===== config.mk =====
export PLATFORM = sky130hd
export DESIGN_NAME = fifo_wr_arbiter_flat
export DESIGN_NICKNAME = d
export VERILOG_FILES = /design/src/rtl/fifo_wr_arbiter_if.sv /design/src/rtl/fifo_wr_arbiter.sv /design/src/flat_wrapper.sv
export SDC_FILE = /design/constraint.sdc
export NUM_CORES = 1
export LEC_CHECK = 0
export CORE_ASPECT_RATIO = 1.75
export CORE_MARGIN = 10
export CORE_UTILIZATION = 31
export DETAILED_ROUTE_END_ITERATION = 6
export HOLD_SLACK_MARGIN = 0.12
export PLACE_DENSITY = 0.69
export SLEW_MARGIN = 30
export SYNTH_ARGS = -nofsm -noshare
export SYNTH_HDL_FRONTEND = slang
export SYNTH_SLANG_ARGS = --single-unit

===== constraint.sdc =====
create_clock -name clk -period 1.6 [get_ports clk]
set_input_delay 0.32 -clock clk [delete_from_list [all_inputs] [get_ports clk]]
set_output_delay 0.32 -clock clk [all_outputs]
set_load 0.05 [all_outputs]

===== src/rtl/fifo_wr_arbiter_if.sv =====
// Bundle of requester, FIFO write-port and status signals around the write arbiter.
// Latency: none (wires only).
// Backpressure: req_ready per requester, fifo_full/fifo_afull from the FIFO.
interface fifo_wr_arbiter_if #(
  parameter int NUM_REQ    = 4,
  parameter int DATA_WIDTH = 4
);
  localparam int GID_W = $clog2(NUM_REQ);

  logic [NUM_REQ-1:0]            req;
  logic [NUM_REQ*DATA_WIDTH-1:0] req_data;
  logic [NUM_REQ-1:0]            req_last;
  logic [NUM_REQ-1:0]            req_ready;
  logic                          fifo_wr_en;
  logic [DATA_WIDTH-1:0]         fifo_wr_data;
  logic                          fifo_full;
  logic                          fifo_afull;
  logic [GID_W-1:0]              grant_id;
  logic                          busy;

  // master: the arbiter, which owns and drives the FIFO write port
  modport master (
    input  req, req_data, req_last, fifo_full, fifo_afull,
    output req_ready, fifo_wr_en, fifo_wr_data, grant_id, busy
  );

  // slave: requesters plus FIFO, as seen from outside the arbiter
  modport slave (
    output req, req_data, req_last, fifo_full, fifo_afull,
    input  req_ready, fifo_wr_en, fifo_wr_data, grant_id, busy
  );
endinterface


===== src/rtl/fifo_wr_arbiter.sv =====
// Round-robin arbiter sharing one FIFO write port, grant held per packet or burst limit.
// Latency: grant one cycle after request in IDLE; data zero-latency pass-through in XFER.
// Backpressure: fifo_full stalls beats (grant held); fifo_afull blocks new grants only.
module fifo_wr_arbiter #(
  parameter int NUM_REQ    = 4,
  parameter int DATA_WIDTH = 4,
  parameter int MAX_BURST  = 8
) (
  input logic              clk,
  input logic              rst,
  fifo_wr_arbiter_if.master bus
);
  localparam int GID_W = $clog2(NUM_REQ);
  localparam int CNT_W = $clog2(MAX_BURST + 1);

  typedef enum logic {
    IDLE = 1'b0,
    XFER = 1'b1
  } state_t;

  state_t             state_q;
  state_t             state_d;
  logic [GID_W-1:0]   grant_q;
  logic [GID_W-1:0]   rr_ptr_q;
  logic [CNT_W-1:0]   beat_cnt_q;

  logic               win_vld;
  logic [GID_W-1:0]   win_id;
  logic [GID_W-1:0]   idx;
  logic               accept;
  logic               last_beat;
  logic [NUM_REQ-1:0] ready;
  logic               wr_en;
  logic [DATA_WIDTH-1:0] wr_data;

  // Round-robin search starting just above rr_ptr; the loop runs farthest-first so
  // the nearest pending requester is the one left in win_id.
  always_comb begin
    win_vld = 1'b0;
    win_id  = '0;
    idx     = '0;
    for (int i = NUM_REQ; i >= 1; i--) begin
      idx = GID_W'((int'(rr_ptr_q) + i) % NUM_REQ);
      if (bus.req[idx]) begin
        win_vld = 1'b1;
        win_id  = idx;
      end
    end
  end

  // The beat accepted now is the one that fills the burst allowance.
  assign last_beat = (beat_cnt_q == CNT_W'(MAX_BURST - 1));

  // Next state plus combinational handshake; data is zeroed whenever nothing is written.
  always_comb begin
    state_d = state_q;
    ready   = '0;
    accept  = 1'b0;
    wr_en   = 1'b0;
    wr_data = '0;
    case (state_q)
      IDLE: begin
        if (win_vld && !bus.fifo_afull) begin
          state_d = XFER;
        end
      end
      XFER: begin
        ready[grant_q] = ~bus.fifo_full;
        accept         = bus.req[grant_q] & ~bus.fifo_full;
        if (accept) begin
          wr_en   = 1'b1;
          wr_data = bus.req_data[int'(grant_q)*DATA_WIDTH +: DATA_WIDTH];
        end
        // Owner dropping req releases without a write; req_last only counts on accepted beats.
        if (!bus.req[grant_q] || (accept && (bus.req_last[grant_q] || last_beat))) begin
          state_d = IDLE;
        end
      end
      default: state_d = IDLE;
    endcase
  end

  // State, owner, round-robin pointer and burst counter.
  always_ff @(posedge clk) begin
    if (rst) begin
      state_q    <= IDLE;
      grant_q    <= '0;
      rr_ptr_q   <= GID_W'(NUM_REQ - 1);
      beat_cnt_q <= '0;
    end else begin
      state_q <= state_d;
      if (state_q == IDLE && state_d == XFER) begin
        grant_q    <= win_id;
        rr_ptr_q   <= win_id;
        beat_cnt_q <= '0;
      end else if (accept) begin
        beat_cnt_q <= beat_cnt_q + CNT_W'(1);
      end
    end
  end

  assign bus.busy         = (state_q == XFER);
  assign bus.grant_id     = grant_q;
  assign bus.req_ready    = ready;
  assign bus.fifo_wr_en   = wr_en;
  assign bus.fifo_wr_data = wr_data;
endmodule


===== src/flat_wrapper.sv =====
// flat-port wrapper written by rule: the top's interface ports become plain ports
module fifo_wr_arbiter_flat 
#(
  parameter int NUM_REQ    = 4,
  parameter int DATA_WIDTH = 4,
  parameter int MAX_BURST  = 8
)
  (clk, rst, bus_req, bus_req_data, bus_req_last, bus_fifo_full, bus_fifo_afull, bus_req_ready, bus_fifo_wr_en, bus_fifo_wr_data, bus_grant_id, bus_busy);
  fifo_wr_arbiter_if #(.NUM_REQ(NUM_REQ), .DATA_WIDTH(DATA_WIDTH)) bus_i ();
  input logic clk;
  input logic rst;
  input wire logic [$bits(bus_i.req)-1:0] bus_req;
  input wire logic [$bits(bus_i.req_data)-1:0] bus_req_data;
  input wire logic [$bits(bus_i.req_last)-1:0] bus_req_last;
  input wire logic [$bits(bus_i.fifo_full)-1:0] bus_fifo_full;
  input wire logic [$bits(bus_i.fifo_afull)-1:0] bus_fifo_afull;
  output wire logic [$bits(bus_i.req_ready)-1:0] bus_req_ready;
  output wire logic [$bits(bus_i.fifo_wr_en)-1:0] bus_fifo_wr_en;
  output wire logic [$bits(bus_i.fifo_wr_data)-1:0] bus_fifo_wr_data;
  output wire logic [$bits(bus_i.grant_id)-1:0] bus_grant_id;
  output wire logic [$bits(bus_i.busy)-1:0] bus_busy;
  assign bus_i.req = bus_req;
  assign bus_i.req_data = bus_req_data;
  assign bus_i.req_last = bus_req_last;
  assign bus_i.fifo_full = bus_fifo_full;
  assign bus_i.fifo_afull = bus_fifo_afull;
  assign bus_req_ready = bus_i.req_ready;
  assign bus_fifo_wr_en = bus_i.fifo_wr_en;
  assign bus_fifo_wr_data = bus_i.fifo_wr_data;
  assign bus_grant_id = bus_i.grant_id;
  assign bus_busy = bus_i.busy;
  fifo_wr_arbiter #(.NUM_REQ(NUM_REQ), .DATA_WIDTH(DATA_WIDTH), .MAX_BURST(MAX_BURST)) u_core (.clk(clk), .rst(rst), .bus(bus_i));
endmodule

* Word-level counts from Yosys, hierarchy flattened
Cells that the tools add are included.
** Cells by class
- $lt $le $gt $ge :: 6
- Muxes and demuxes :: 31
- Reduce and logical (&&, ||, !) cells :: 9
- $add $sub $neg :: 5
- Shifts and indexed selects :: 1
- Eq/ne operators :: 1
- Bitwise gates (word level) :: 4
** Operator list (count)
- $mux W1 :: 16
- $shiftx A16 B5 Y4 :: 1
- $lt A2 B3 Y1 const B :: 5
- $bmux W1 S2 :: 6
- $mux W4 :: 3
- $mux W2 :: 4
- $add A2 B1 Y2 const B :: 2
- $add A2 B2 Y2 const B :: 2
- $add A4 B1 Y4 const B :: 1
- $and A4 B4 Y4 :: 1
- $eq A4 B3 Y1 const B :: 1
- $logic_and A1 B1 Y1 :: 4
- $demux W1 S2 :: 1
- $ge A2 B1 Y1 const B :: 1
- $logic_not A1 Y1 :: 2
- $logic_or A1 B1 Y1 :: 2
- $not A1 Y1 :: 2
- $pmux W1 S2 :: 1
- $reduce_or A2 Y1 :: 1
- $and A1 B1 Y1 :: 1
** Storage, ports and cells
- Input bits :: 28
- Register bits :: 9

* Depth between registers and ports, before layout
- Depth in word-level cells :: 12
- Depth in mapped cells :: 5
- Mapped depth without buffers :: 4

* Worst setup path before layout
Ideal clock, no wire load.
- Path kind :: flip-flop to output port
- Start point :: register u_core.state_q (netlist: u_core.bus.busy)
- End point :: output bus_req_ready[0]
- Path slack :: -1.055 ns
- Cell stages (with the launch flop) :: 4
- Buffers on the path :: 1
- Arrival time :: 2.335 ns
- Cell sequence :: dfxtp_1 -> nor2b_1 -> clkbuf_1 -> nor3b_1
** Between the ends
- Longest elaborated chain between the ends :: 1
** Ends and longest elaborated chain
- start, declared :: line fifo_wr_arbiter.sv:21 : state_t state_q;
- start signal, assigned :: line fifo_wr_arbiter.sv:91 : state_q <= state_d;
- $mux W4 :: line fifo_wr_arbiter.sv:61 : case (state_q)
- end, declared :: line flat_wrapper.sv:17 : output wire logic [$bits(bus_i.req_ready)-1:0] bus_req_ready;
No other way between the ends.

* Final worst setup path
- Start point :: register u_core.grant_q[0] (netlist: u_core.bus.grant_id[0])
- End point :: output bus_fifo_wr_data[1]
** Between the ends
- Longest elaborated chain between the ends :: 5
- Elaborated cells between the ends (all ways) :: 6
- Those cells by class :: shift: 1; mux: 4; bitwise: 1
** Ends and longest elaborated chain
- start, declared :: line fifo_wr_arbiter.sv:23 : logic [GID_W-1:0] grant_q;
- start signal, assigned :: line fifo_wr_arbiter.sv:93 : grant_q <= win_id;
- parallel branches: the longest is 3 deep, another holds $shiftx A16 B5 Y4
- $mux W4 (*) :: line fifo_wr_arbiter.sv:70 : if (accept) begin
- $mux W4 (*) :: line fifo_wr_arbiter.sv:61
- end, declared :: line flat_wrapper.sv:19 : output wire logic [$bits(bus_i.fifo_wr_data)-1:0] bus_fifo_wr_data;
Mark *: on every way between the ends. The select of a mux whose other input is x is not followed.

==> run metrics <==
mux contribution to synthesized area 19.1%; Clock Skews 0.000577 ns; Critical Path Start Type flop; met2 WL 1550 um; core box area 2270 sq um; clock buffer depth 2; P&R area growth vs syn 119%; latest clock arrival within the worst-skew pair 0.23 ns; Placer Congestion 0.774; top_reg_cell synth dfxtp_1; diodes inserted 0; fin area 1580 sq um; crit-path max FO 6; Post-Synth XOR/XNOR Area 3.64%; ANT nets after route 0; Worst Slack Setup Final -0.359 ns; Tmin final 1.96 ns; metal1 wirelength 1110 um; uppermost layer routed met4; first-pass GRT wire length 4610 um; nets 175; commonest non-fill, non-tap cell in the layout clkdlybuf4s50_1; via count 903; Yosys reg bits 9; worst hold path class in -> reg; DRC 0; Worst VDD drop 519 uV; P_leak 0.656 nW; Adder-Cell Fraction of Synth Area 1.73%; share of post-route cells with drive strength above 1 53.8%; row count 23; Synth Area in Compound Gates 13.9%; Data arrival, critical path 1.64 ns; Avg Cell Area, Syn 9.26 sq um; per-cell routed wire length 17.4 um; clk sinks 9; clk root buf clkbuf_8; Netlist Area Pre-Place 722 sq um; TritonCTS clock tree built; RSZ-0062 raised after global routing true; Seq/Total Area, Yosys 25.0%; status finished, violations left; Yosys cell types 35; Synth warnings 0; Slew Limit Fails 0; grt total ovfl 0; final hold vios 0; hold_ws 0.479 ns; hold buffers post-CTS 0; H-tree depth 1; Worst Setup Path Type reg -> out; width of the die 56.5 um; full die area 4740 sq um; HPWL after DPL 2260 um; Post-synth EDFFs 0; PortBufs 39; Final Setup Violations 9; I/O Pins 40; most frequent cells in the layout 21 x clkdlybuf4s50_1, 18 x buf_4, 9 x buf_6; asr flop ratio synth 0%; largest net degree at the start of global routing 8; crit path capture type output port; PD cells 587 nW/um^2; CTS Buf Count 3; Syn Inst Count 78; All-Layer GR Usage 11.8%; final wirelength 2970 um; dpl cell area 1340 sq um; failing checks setup timing; Data required, critical path 1.28 ns; DR WL met3 256 um; clk slew on worst S/H paths 0.04 ns; mean number of vias per cell 5.31; largest family of logic cells by synthesized area simple AND/OR/NAND/NOR gates; Starting Density 31.8%; Post-Syn Nets 107; MaxCap Viol Count 0; slew margin rel. 75.7%; router iterations before antenna repair 4; Max Freq 510 MHz; Post-Synth Simple-Gate Area 32.1%; number of global-route vias before repair 966; Setup WS pre-CTS -0.522 ns; final period utilization 122%; antenna violations before repair 0; die height 83.8 um; DR iter-0 viols 11; Worst-Margin Slew 0.361 ns
[per-layer routing]
layer / global-route usage [%] / up-vias
li1: - / 430
met4: 5.49 / 0
met1: 10.6 / 423
met3: 4.27 / 5
met5: 0 / -
met2: 22.0 / 45
[repair_timing]
action | CTS | global route
setup endpoints to repair | 18 | 16
setup buffers | 2 | 9
resized for setup | 25 | 25
hold endpoints to repair | 0 | 0
pin swaps | 6 | 9
[sequential cells by signal, summed over array words and instances (netlist names)]
name and flops:
u_core.bus.busy 1, u_core.rr_ptr_q 2, u_core.bus.grant_id 2, u_core.beat_cnt_q 4
[final cells by class]
cell class | instances | area (sq um)
repair buffers | 66 | 703
fillers | 175 | 692
multi-input cells | 63 | 601
flip-flops and latches | 9 | 190
clock buffers | 4 | 45.0
well taps | 25 | 31.3
inverters | 3 | 11.3
[metrics by stage]
stage               util (%)  power (mW)  cells  setup TNS [ns]
floorplan                  -       0.428     78           -1.09
global placement        59.0       0.605    156           -6.25
detailed placement      59.0       0.613    156           -6.71
CTS                     63.6       0.888    161           -1.86
global route            69.6       0.975    170           -2.44
finish                  69.6       0.928    170           -1.88
[path summary, 6_finish.rpt]
path                                       end  cells past startpoint  slack [ns]                                start
min            u_core.rr_ptr_q[0]$_SDFFE_PP1P_                      4        0.48                       bus_fifo_afull
max reg2reg  u_core.beat_cnt_q[2]$_SDFFE_PP0P_                      5       -0.06  u_core.bus.grant_id[0]$_SDFFE_PP0P_
max                        bus_fifo_wr_data[1]                      3       -0.36  u_core.bus.grant_id[0]$_SDFFE_PP0P_
min reg2reg  u_core.beat_cnt_q[1]$_SDFFE_PP0P_                      2        0.49    u_core.beat_cnt_q[1]$_SDFFE_PP0P_
[logic make-up (layout without fill, tap and decap cells)]
family / count (synthesis) / count (layout)
AO/OA/AOI/OAI: 15 / 15
XOR/XNOR: 3 / 3
adder cells (fa/ha/maj): 1 / 1
buffers and inverters: 6 / 73
flip-flops: 9 / 9
multiplexers: 6 / 6
AND/OR/NAND/NOR: 38 / 38
[Yosys cell counts, types with 2 or more instances]
cell type	count	share of area [%]
nand3_1	5	3.5
and3b_1	2	2.4
dfxtp_1	9	25
inv_1	3	1.6
mux4_2	5	16
nor2_1	7	3.6
nand2_1	5	2.6
and3_1	6	5.2
or2b_2	2	2.4
a21oi_1	5	3.5
o21ai_0	2	1.4
xor2_1	2	2.4
nor3b_1	2	2.1
or2b_1	2	2.1
[critical path: stages, from the launching register on]
cell	delay [ns]
dfxtp_4	0.35
mux4_4	0.71
and3_4	0.20
buf_8	0.14
[where the power goes]
group          switching (mW)  internal (mW)
Clock                  0.0907          0.174
Sequential             0.0180          0.239
Combinational           0.172          0.234
Total                   0.281          0.647
Power figures use the tool's default switching activity.
